==> config.mk <==
export PLATFORM = sky130hd
export DESIGN_NAME = seg_scan_decoder
export DESIGN_NICKNAME = d
export VERILOG_FILES = /design/src/rtl/seg_dec_pkg.sv /design/src/rtl/seg_pattern_decode.sv /design/src/rtl/seg_scan_decoder.sv
export SDC_FILE = /design/constraint.sdc
export NUM_CORES = 1
export LEC_CHECK = 0
export CAP_MARGIN = 20
export CELL_PAD_IN_SITES_DETAIL_PLACEMENT = 0
export CELL_PAD_IN_SITES_GLOBAL_PLACEMENT = 1
export CORE_MARGIN = 8
export CORE_UTILIZATION = 44
export DETAILED_ROUTE_END_ITERATION = 8
export GPL_TIMING_DRIVEN = 0
export MAX_ROUTING_LAYER = met4
export PLACE_DENSITY_LB_ADDON = 0.1
export SETUP_SLACK_MARGIN = 0.05
export SLEW_MARGIN = 10
export SYNTH_ARGS = -nofsm -noshare
export SYNTH_HDL_FRONTEND = slang
export SYNTH_SLANG_ARGS = --single-unit
==> constraint.sdc <==
create_clock -name clk -period 6 [get_ports clk]
set_input_delay 1.5 -clock clk [delete_from_list [all_inputs] [get_ports clk]]
set_output_delay 1.5 -clock clk [all_outputs]
set_load 0.05 [all_outputs]
==> src/rtl/seg_dec_pkg.sv <==
// Shared constants for the seven-segment scan decoder: digit count, segment codes, settle FSM states.
// Latency: n/a (declarations only).
// Backpressure: n/a.
package seg_dec_pkg;

   localparam int NUM_DIGITS = 8;

   // Run counter must be able to reach the largest legal stability threshold.
   localparam int CNT_MAX = 255;
   localparam int CNT_W   = $clog2(CNT_MAX + 1);

   // Active-low segment codes, bit order {g,f,e,d,c,b,a}.
   localparam logic [6:0] SEG_0 = 7'h40;
   localparam logic [6:0] SEG_1 = 7'h79;
   localparam logic [6:0] SEG_2 = 7'h24;
   localparam logic [6:0] SEG_3 = 7'h30;
   localparam logic [6:0] SEG_4 = 7'h19;
   localparam logic [6:0] SEG_5 = 7'h12;
   localparam logic [6:0] SEG_6 = 7'h02;
   localparam logic [6:0] SEG_7 = 7'h78;
   localparam logic [6:0] SEG_8 = 7'h00;
   localparam logic [6:0] SEG_9 = 7'h10;
   localparam logic [6:0] SEG_A = 7'h08;
   localparam logic [6:0] SEG_B = 7'h03;
   localparam logic [6:0] SEG_C = 7'h46;
   localparam logic [6:0] SEG_D = 7'h21;
   localparam logic [6:0] SEG_E = 7'h06;
   localparam logic [6:0] SEG_F = 7'h0E;

   typedef enum logic [1:0] {
      CHANGE = 2'd0,
      SETTLE = 2'd1,
      HELD   = 2'd2
   } state_t;

endpackage

==> src/rtl/seg_pattern_decode.sv <==
// Maps an active-low seven-segment pattern to its hex nibble and flags unknown patterns.
// Latency: purely combinational, zero cycles.
// Backpressure: none; output follows input continuously.
module seg_pattern_decode
   import seg_dec_pkg::*;
(
   input  logic [6:0] seg,
   output logic [3:0] nibble,
   output logic       legal
);

   // Table lookup; anything outside the sixteen glyphs is reported as illegal.
   always_comb begin
      nibble = 4'h0;
      legal  = 1'b1;
      case (seg)
         SEG_0:   nibble = 4'h0;
         SEG_1:   nibble = 4'h1;
         SEG_2:   nibble = 4'h2;
         SEG_3:   nibble = 4'h3;
         SEG_4:   nibble = 4'h4;
         SEG_5:   nibble = 4'h5;
         SEG_6:   nibble = 4'h6;
         SEG_7:   nibble = 4'h7;
         SEG_8:   nibble = 4'h8;
         SEG_9:   nibble = 4'h9;
         SEG_A:   nibble = 4'hA;
         SEG_B:   nibble = 4'hB;
         SEG_C:   nibble = 4'hC;
         SEG_D:   nibble = 4'hD;
         SEG_E:   nibble = 4'hE;
         SEG_F:   nibble = 4'hF;
         default: legal  = 1'b0;
      endcase
   end

endmodule

==> src/rtl/seg_scan_decoder.sv <==
// Rebuilds the 32-bit word shown on a multiplexed 8-digit display from its an/seg lines; optional SEGDEC_ERR_CNT_EN adds err_count.
// Latency: a digit held for STABLE_CYCLES sampling edges commits on the following edge; value_valid/err appear one cycle later.
// Backpressure: none; passive observer, partial frames persist until completed or reset.
module seg_scan_decoder
   import seg_dec_pkg::*;
#(
   parameter int STABLE_CYCLES = 4
)
(
   input  logic                      clk,
   input  logic                      rst,
   input  logic [NUM_DIGITS-1:0]     an,
   input  logic [6:0]                seg,
   output logic [4*NUM_DIGITS-1:0]   value,
   output logic                      value_valid,
   output logic [NUM_DIGITS-1:0]     digit_mask,
   output logic                      err
`ifdef SEGDEC_ERR_CNT_EN
   ,
   output logic [15:0]               err_count
`endif
);

   localparam int                IN_W       = NUM_DIGITS + 7;
   localparam logic [CNT_W-1:0]  STABLE_CNT = CNT_W'(STABLE_CYCLES);
   // Value the input registers take in reset: a blank phase, which never commits anything.
   localparam logic [IN_W-1:0]   IN_IDLE    = {{NUM_DIGITS{1'b1}}, 7'h7F};

   logic [IN_W-1:0]             in_d, in_q;
   logic [IN_W-1:0]             prev_d, prev_q;
   state_t                      state_d, state_q;
   logic [CNT_W-1:0]            cnt_d, cnt_q;
   logic                        commit;

   logic [NUM_DIGITS-1:0]       an_s;
   logic [6:0]                  seg_s;
   logic [3:0]                  nibble;
   logic                        legal;
   logic                        one_digit;

   logic [4*NUM_DIGITS-1:0]     shadow_d, shadow_q;
   logic [4*NUM_DIGITS-1:0]     value_d, value_q;
   logic [NUM_DIGITS-1:0]       mask_d, mask_q;
   logic                        valid_d, valid_q;
   logic                        err_d, err_q;

   assign in_d   = {an, seg};
   assign prev_d = in_q;
   assign an_s   = in_q[IN_W-1:7];
   assign seg_s  = in_q[6:0];

   // Input sampling plus a one-deep history so stability is judged on registered data only.
   always_ff @(posedge clk) begin
      if (rst) begin
         in_q   <= IN_IDLE;
         prev_q <= IN_IDLE;
      end else begin
         in_q   <= in_d;
         prev_q <= prev_d;
      end
   end

   // Settle FSM state and run counter registers.
   always_ff @(posedge clk) begin
      if (rst) begin
         state_q <= CHANGE;
         cnt_q   <= '0;
      end else begin
         state_q <= state_d;
         cnt_q   <= cnt_d;
      end
   end

   // Next state: any change restarts the run; a run reaching the threshold parks in HELD.
   // The counter is cleared (not set to 1) in reset so the sample taken during reset does not count.
   always_comb begin
      state_d = state_q;
      cnt_d   = cnt_q;
      if (in_q != prev_q) begin
         state_d = CHANGE;
         cnt_d   = CNT_W'(1);
      end else if (state_q != HELD) begin
         cnt_d   = cnt_q + CNT_W'(1);
         state_d = (cnt_d == STABLE_CNT) ? HELD : SETTLE;
      end
   end

   // FSM output: exactly one commit, on the edge that enters HELD.
   always_comb begin
      commit = (state_d == HELD) && (state_q != HELD);
   end

   seg_pattern_decode u_decode (
      .seg    (seg_s),
      .nibble (nibble),
      .legal  (legal)
   );

   assign one_digit = $onehot(~an_s);

   // Commit handling: store a legal single digit, publish the frame once all digits are in, flag bad samples.
   always_comb begin
      shadow_d = shadow_q;
      mask_d   = mask_q;
      value_d  = value_q;
      valid_d  = 1'b0;
      err_d    = 1'b0;
      if (commit && (an_s != {NUM_DIGITS{1'b1}})) begin
         if (one_digit && legal) begin
            for (int i = 0; i < NUM_DIGITS; i++) begin
               if (!an_s[i]) begin
                  shadow_d[4*i +: 4] = nibble;
               end
            end
            mask_d = mask_q | ~an_s;
            if (mask_d == {NUM_DIGITS{1'b1}}) begin
               value_d = shadow_d;
               valid_d = 1'b1;
               mask_d  = '0;
            end
         end else begin
            err_d = 1'b1;
         end
      end
   end

   // Shadow nibbles are deliberately not reset: value is only loaded from a complete frame.
   always_ff @(posedge clk) begin
      shadow_q <= shadow_d;
   end

   // Published word, frame progress and status pulses.
   always_ff @(posedge clk) begin
      if (rst) begin
         value_q <= '0;
         mask_q  <= '0;
         valid_q <= 1'b0;
         err_q   <= 1'b0;
      end else begin
         value_q <= value_d;
         mask_q  <= mask_d;
         valid_q <= valid_d;
         err_q   <= err_d;
      end
   end

   assign value       = value_q;
   assign value_valid = valid_q;
   assign digit_mask  = mask_q;
   assign err         = err_q;

`ifdef SEGDEC_ERR_CNT_EN
   logic [15:0] err_cnt_d, err_cnt_q;

   // Saturating count of rejected samples, cleared only by reset.
   always_comb begin
      err_cnt_d = err_cnt_q;
      if (err_d && (err_cnt_q != 16'hFFFF)) begin
         err_cnt_d = err_cnt_q + 16'd1;
      end
   end

   // Error counter register.
   always_ff @(posedge clk) begin
      if (rst) begin
         err_cnt_q <= '0;
      end else begin
         err_cnt_q <= err_cnt_d;
      end
   end

   assign err_count = err_cnt_q;
`endif

endmodule

### After elaboration in Yosys (flattened, before gate mapping)

Cells that the tools add are included.

| word-level totals | value |
|---|---|
| register bits | 114 |
| bits of input ports | 17 |
| output and inout bits | 42 |
| logic and storage cells | 73 |

| cells by class | value |
|---|---|
| add/subtract/negate cells | 8 |
| equality and inequality tests | 22 |
| muxes and demuxes | 18 |
| bitwise logic cells | 4 |
| reductions and logical operators | 11 |

Operators by type and width:

| operator | count |
|---|---|
| $pmux W4 S15 | 1 |
| $mux W4 | 8 |
| $eq A7 B7 Y1 const B | 4 |
| $eq A7 B5 Y1 const B | 3 |
| $eq A7 B6 Y1 const B | 3 |
| $reduce_or A16 Y1 | 1 |
| $ne A15 B15 Y1 | 1 |
| $eq A7 B2 Y1 const B | 2 |
| $eq A7 B4 Y1 const B | 2 |
| $add A1 B1 Y2 | 4 |
| $add A8 B1 Y8 const B | 1 |
| $eq A8 B3 Y1 const B | 1 |
| $eq A8 B8 Y1 const B | 1 |
| $mux W8 | 1 |
| $ne A8 B8 Y1 const B | 1 |
| $not A8 Y8 | 1 |
| $or A8 B8 Y8 | 1 |
| $eq A7 B3 Y1 const B | 1 |
| $logic_not A7 Y1 | 1 |
| $add A2 B2 Y3 | 2 |
| $mux W2 | 3 |
| $mux W1 | 5 |
| $add A3 B3 Y4 | 1 |
| $eq A4 B1 Y1 const B | 1 |
| other kinds (9) | 13 |

### Depth between registers and ports, before layout

| logic depth | value |
|---|---|
| word-level depth | 10 |
| depth in mapped cells | 15 |
| depth with buffers taken out | 12 |

### Cells and area by module

Synthesis repeated with hierarchy kept, for this count alone.

| second synthesis, totals | value |
|---|---|
| cells, all modules | 494 |
| area total of the unflattened synthesis | 5,230.0 µm² |

Modules (own cells, without submodules):

| module | instances | cells an instance | area an instance (µm²) |
|---|---|---|---|
| seg_scan_decoder | 1 | 431 | 4,837.1 |
| seg_pattern_decode | 1 | 63 | 392.9 |

### Least setup slack after synthesis

OpenSTA, ideal clock, no wires.

| timing | value |
|---|---|
| path kind | register to register |
| start | register in_q[7] |
| end | register shadow_q[0] (enable) |
| setup time | 0.421 ns |
| data arrival time | 4.352 ns |
| data required time | 5.579 ns |
| slack | 1.227 ns |
| stages on the path, launching flop included | 12 |
| path buffers | 0 |
| cells stage by stage | dfxtp_1 -> fa_1 -> inv_1 -> fa_1 -> fa_1 -> ha_1 -> inv_1 -> fa_1 -> nand3b_1 -> o31ai_1 -> o21ai_1 -> nor2_1 |

| on the way | value |
|---|---|
| cells in the longest elaborated chain, start to end | 7 |
| elaborated cells between the ends (all ways) | 13 |

Ends and longest elaborated chain:

| what | line | source |
|---|---|---|
| start: declaration | seg_scan_decoder.sv:29 | `logic [IN_W-1:0] in_d, in_q;` |
| start signal: assignment | seg_scan_decoder.sv:58 | `in_q <= in_d;` |
| $not A8 Y8 | seg_scan_decoder.sv:99 | `assign one_digit = $onehot(~an_s);` |
| $add A1 B1 Y2 (implied by the code) | seg_scan_decoder.sv:99 |  |
| $add A2 B2 Y3 (implied by the code) | seg_scan_decoder.sv:99 |  |
| $add A3 B3 Y4 (implied by the code) | seg_scan_decoder.sv:99 |  |
| $eq A4 B1 Y1 | seg_scan_decoder.sv:99 |  |
| $logic_and A1 B1 Y1 | seg_scan_decoder.sv:109 | `if (one_digit && legal) begin` |
| $reduce_and A2 Y1 (no line) (*) | -- |  |
| end signal: assignment | seg_scan_decoder.sv:129 | `shadow_q <= shadow_d;` |
| end: declaration | seg_scan_decoder.sv:41 | `logic [4*NUM_DIGITS-1:0] shadow_d, shadow_q;` |

Every way passes the cells marked *; elsewhere a longest branch is shown, timed or not.
A chain may end at the register's enable or synchronous reset.

### Final worst setup path

| timing | value |
|---|---|
| start | register in_q[13] |
| end | register value_q[30] (netlist: value[30]) |

| on the way | value |
|---|---|
| cells in the longest elaborated chain, start to end | 7 |
| elaborated cells between the ends (all ways) | 15 |

Ends and longest elaborated chain:

| what | line | source |
|---|---|---|
| $not A8 Y8 | seg_scan_decoder.sv:99, seg_scan_decoder.sv:115 |  |
| $add A1 B1 Y2 (implied by the code) | seg_scan_decoder.sv:99 |  |
| $add A2 B2 Y3 (implied by the code) | seg_scan_decoder.sv:99 |  |
| $add A3 B3 Y4 (implied by the code) | seg_scan_decoder.sv:99 |  |
| $eq A4 B1 Y1 | seg_scan_decoder.sv:99 |  |
| $logic_and A1 B1 Y1 | seg_scan_decoder.sv:109 |  |
| $reduce_and A3 Y1 (no line) (*) | -- |  |
| end signal: assignment | seg_scan_decoder.sv:140 | `value_q <= value_d;` |
| end: declaration | seg_scan_decoder.sv:42 | `logic [4*NUM_DIGITS-1:0] value_d, value_q;` |

Marked as above.

==> metrics <==
adder-cell share of the synthesized area 2.89%; multiplexer share of the synthesized area 6.14%; Final Cell Area ~6700 um^2; # port buffers slightly below 60; max-slew violations 0; wire length per cell 16.8 um; Worst path max stage delay 530 ps; CP max stage cell fa_1; CP Class register to register; # DRC 0; Die H 127 um; clk slew on worst S/H paths 50 ps; max_cap viols 0; Post-CTS Resized 0; Setup-failing EPs final 0; CTS tree built; Hold-fix buffers, CTS 0; Data required, critical path 6340 ps; largest family of logic cells by synthesized area simple AND/OR/NAND/NOR gates; RSZ-0062 raised after global routing no; Lkg Pwr 2.39 nW; vias between 4000 and 5000; hpwl dp 9300 um; sequential share of the synthesized area 48.4%; Yosys warnings 0; routed wl met2 6160 um; Hold WC Path Type register to register; number of enable flip-flop cells after synthesis 32; Slew headroom 45.9%; Skew-Pair Late Insertion Delay 410 ps; Layout area overhead 25.2%; Die Width 127 um; Max Buffers Root-to-Sink 2; Final GP Congestion 0.868; Core Footprint 12000 um^2; setup_tns 0 ps; root buffer cell clkbuf_16; overall routing resource usage approximately 17%; Netlist cell types 54; clk sink count roughly 110; type of origin of the critical path register; 1st-iter DRT viols 243; drt first pass iters 4; fraction of layout cells with a size suffix above 1 13.1%; H-tree depth 4; first-pass GRT wire length 20800 um; Simple-Gate Fraction of Synth Area 18.3%; DR top layer met4; WHS 454 ps; Critical Path AT between 4000 and 5000 ps; compound-cell area share of the yosys netlist 14.8%; Tightest Pin Transition ~800 ps; GR Overflow Total 0; async set-or-reset flop fraction in the synthesized netlist 0%; Num CTS Buffers 17; row cnt 40; Tmin final 4610 ps; fill cell count 1109; fmax 217 MHz; Ant. Diodes 0; metal3 WL roughly 390 um; ordered cell list for the critical path clkbuf_1 > inv_2 > fa_1 > fa_1 > ha_1 > inv_1 > fa_1 > nand3b_1 > o31ai_1 > o211a_1 > buf_1 > o2111a_1 > buf_6 > buf_6 > mux2i_1; clk_skew about 7.1 ps; pin count of the biggest net entering global routing 24; Power Dens Cells 278 nW/um^2; Hold Fails Final Rpt 0; Post-DRT Antenna Nets 0; DP Area 6180 um^2; Avg Cell Area, Syn roughly 10 um^2; Top delay family on crit path adder cells; Post-Synth XOR/XNOR Area under 10%; Seq cells post-synth 114; post-DR vias/cell between 5 and 6; maximum VDD drop 0.190 mV; Buffers & Inverters on Critical Path 6; vias in the first global route slightly above 4000; Synth Instances ~530; Starting Density 45.0%; most frequent CP cell fa_1; Net Count, Synth 553; post-layout net count 632; Critical Path Sink Type register; Final period util 76.9%; I/O pin count 59; synthesized cell area 5380 um^2; status complete, no violations; Die ar. 16000 um^2; Met1 Wirelength 6110 um; Setup Fix Bufs, Post-CTS 0; Main synth FF type dfxtp_1; Critical Path Fanout Max 10; drt total wl 12800 um; initial antenna violation count 0
==> flip-flops by register name, indices dropped and copies added (netlist names) <==
register / flops
cnt_q: 8
digit_mask: 8
err: 1
in_q: 15
prev_q: 15
shadow_q: 32
state_q: 2
value: 32
value_valid: 1
==> report_power, final <==
group	total, W	internal (W)	switching, W
Clock	0.000930	0.000603	0.000327
Combinational	0.000132	0.0000563	0.0000761
Sequential	0.000810	0.000802	0.00000779
==> cells by family (layout without fill, tap and decap cells) <==
logic type      count (synthesis)  after routing
xor+xnor                       24             24
compound gates                101            101
buf+inv                        65            156
fa+ha+maj                      10             10
flops                         114            114
mux                            33             33
simple gates                  179            179
==> synthesized netlist by cell type (3+ instances only) <==
master / instances / area (um^2)
fa_1: 4 / 80.1
buf_2: 5 / 25.0
nor2_1: 21 / 78.8
a211oi_2: 8 / 100
o2111ai_1: 9 / 78.8
nor4bb_1: 6 / 60.1
o21ai_1: 5 / 25.0
nand2_1: 55 / 206
a31oi_1: 9 / 56.3
nand3b_1: 3 / 22.5
clkbuf_1: 27 / 101
nor3b_1: 4 / 30.0
a21boi_1: 9 / 67.6
o22ai_1: 4 / 25.0
nor3_1: 6 / 30.0
inv_2: 8 / 30.0
nand3_1: 5 / 25.0
or2_2: 21 / 131
xor2_1: 8 / 70.1
ha_1: 6 / 75.1
a21oi_1: 3 / 15.0
dfxtp_1: 82 / 1640
and3_1: 5 / 31.3
inv_1: 16 / 60.1
nor2b_1: 3 / 18.8
buf_6: 6 / 67.6
o211ai_1: 27 / 203
xnor2_1: 16 / 140
nand2b_1: 26 / 163
nand4_1: 9 / 56.3
edfxtp_1: 32 / 961
o21a_1: 17 / 128
mux2i_1: 33 / 330
==> layout by cell type (no fill, tap or decap), types with 16 or more instances in the layout <==
cell	Yosys	routed
dfxtp_1	82	82
clkdlybuf4s50_1	0	58
nand2_1	55	55
mux2i_1	33	33
edfxtp_1	32	32
clkbuf_1	27	30
o211ai_1	27	27
nand2b_1	26	26
or2_2	21	21
nor2_1	21	20
o21a_1	17	17
clkbuf_16	0	17
xnor2_1	16	16
inv_1	16	16
==> worst reg2reg max path: stages (launching register included) <==
cell      delay [ps]
dfxtp_1          340
clkbuf_1         400
inv_2            200
fa_1             530
fa_1             510
ha_1             160
inv_1             50
fa_1             500
nand3b_1          80
o31ai_1          370
o211a_1          210
buf_1            320
o2111a_1         310
buf_6            140
buf_6            180
mux2i_1          210
==> worst paths after layout <==
kind	endpoint	slack, ps	from	cells after the start
max	value[30]$_SDFFE_PP0P_	1390	in_q[13]$_SDFF_PP1_	15
max reg2reg	value[30]$_SDFFE_PP0P_	1390	in_q[13]$_SDFF_PP1_	15
min	value[11]$_SDFFE_PP0P_	450	value[11]$_SDFFE_PP0P_	2
min reg2reg	value[11]$_SDFFE_PP0P_	450	value[11]$_SDFFE_PP0P_	2
==> through the flow <==
step	power, W	worst slack [ps]	util, %	instances
4_1_cts	0.00189	1400	56.3	764
2_1_floorplan	0.000915	1230	-	526
5_1_grt	0.00194	1130	56.3	764
3_3_place_gp	0.000951	299	51.3	731
6_report	0.00187	1390	56.3	764
3_5_place_dp	0.000957	1450	51.7	733
==> layer usage <==
metal,global-route usage (%),vias up
met3,4.99,15
met4,5.94,0
met1,20.2,1930
met2,27.0,60
met5,-,-
li1,-,2021
==> area by class of cell <==
cell class	instances	area, um^2	share of cell area [%]
flip-flops and latches	114	2600	38.7
multi-input cells	347	2480	36.9
repair buffers	60	613	9.11
clock buffers	24	492	7.31
plain buffers	41	209	3.10
well taps	147	184	2.73
inverters	24	90.1	1.34
clock inverters	7	56.3	0.837
Note: power is estimated with default switching activity, not from simulation.
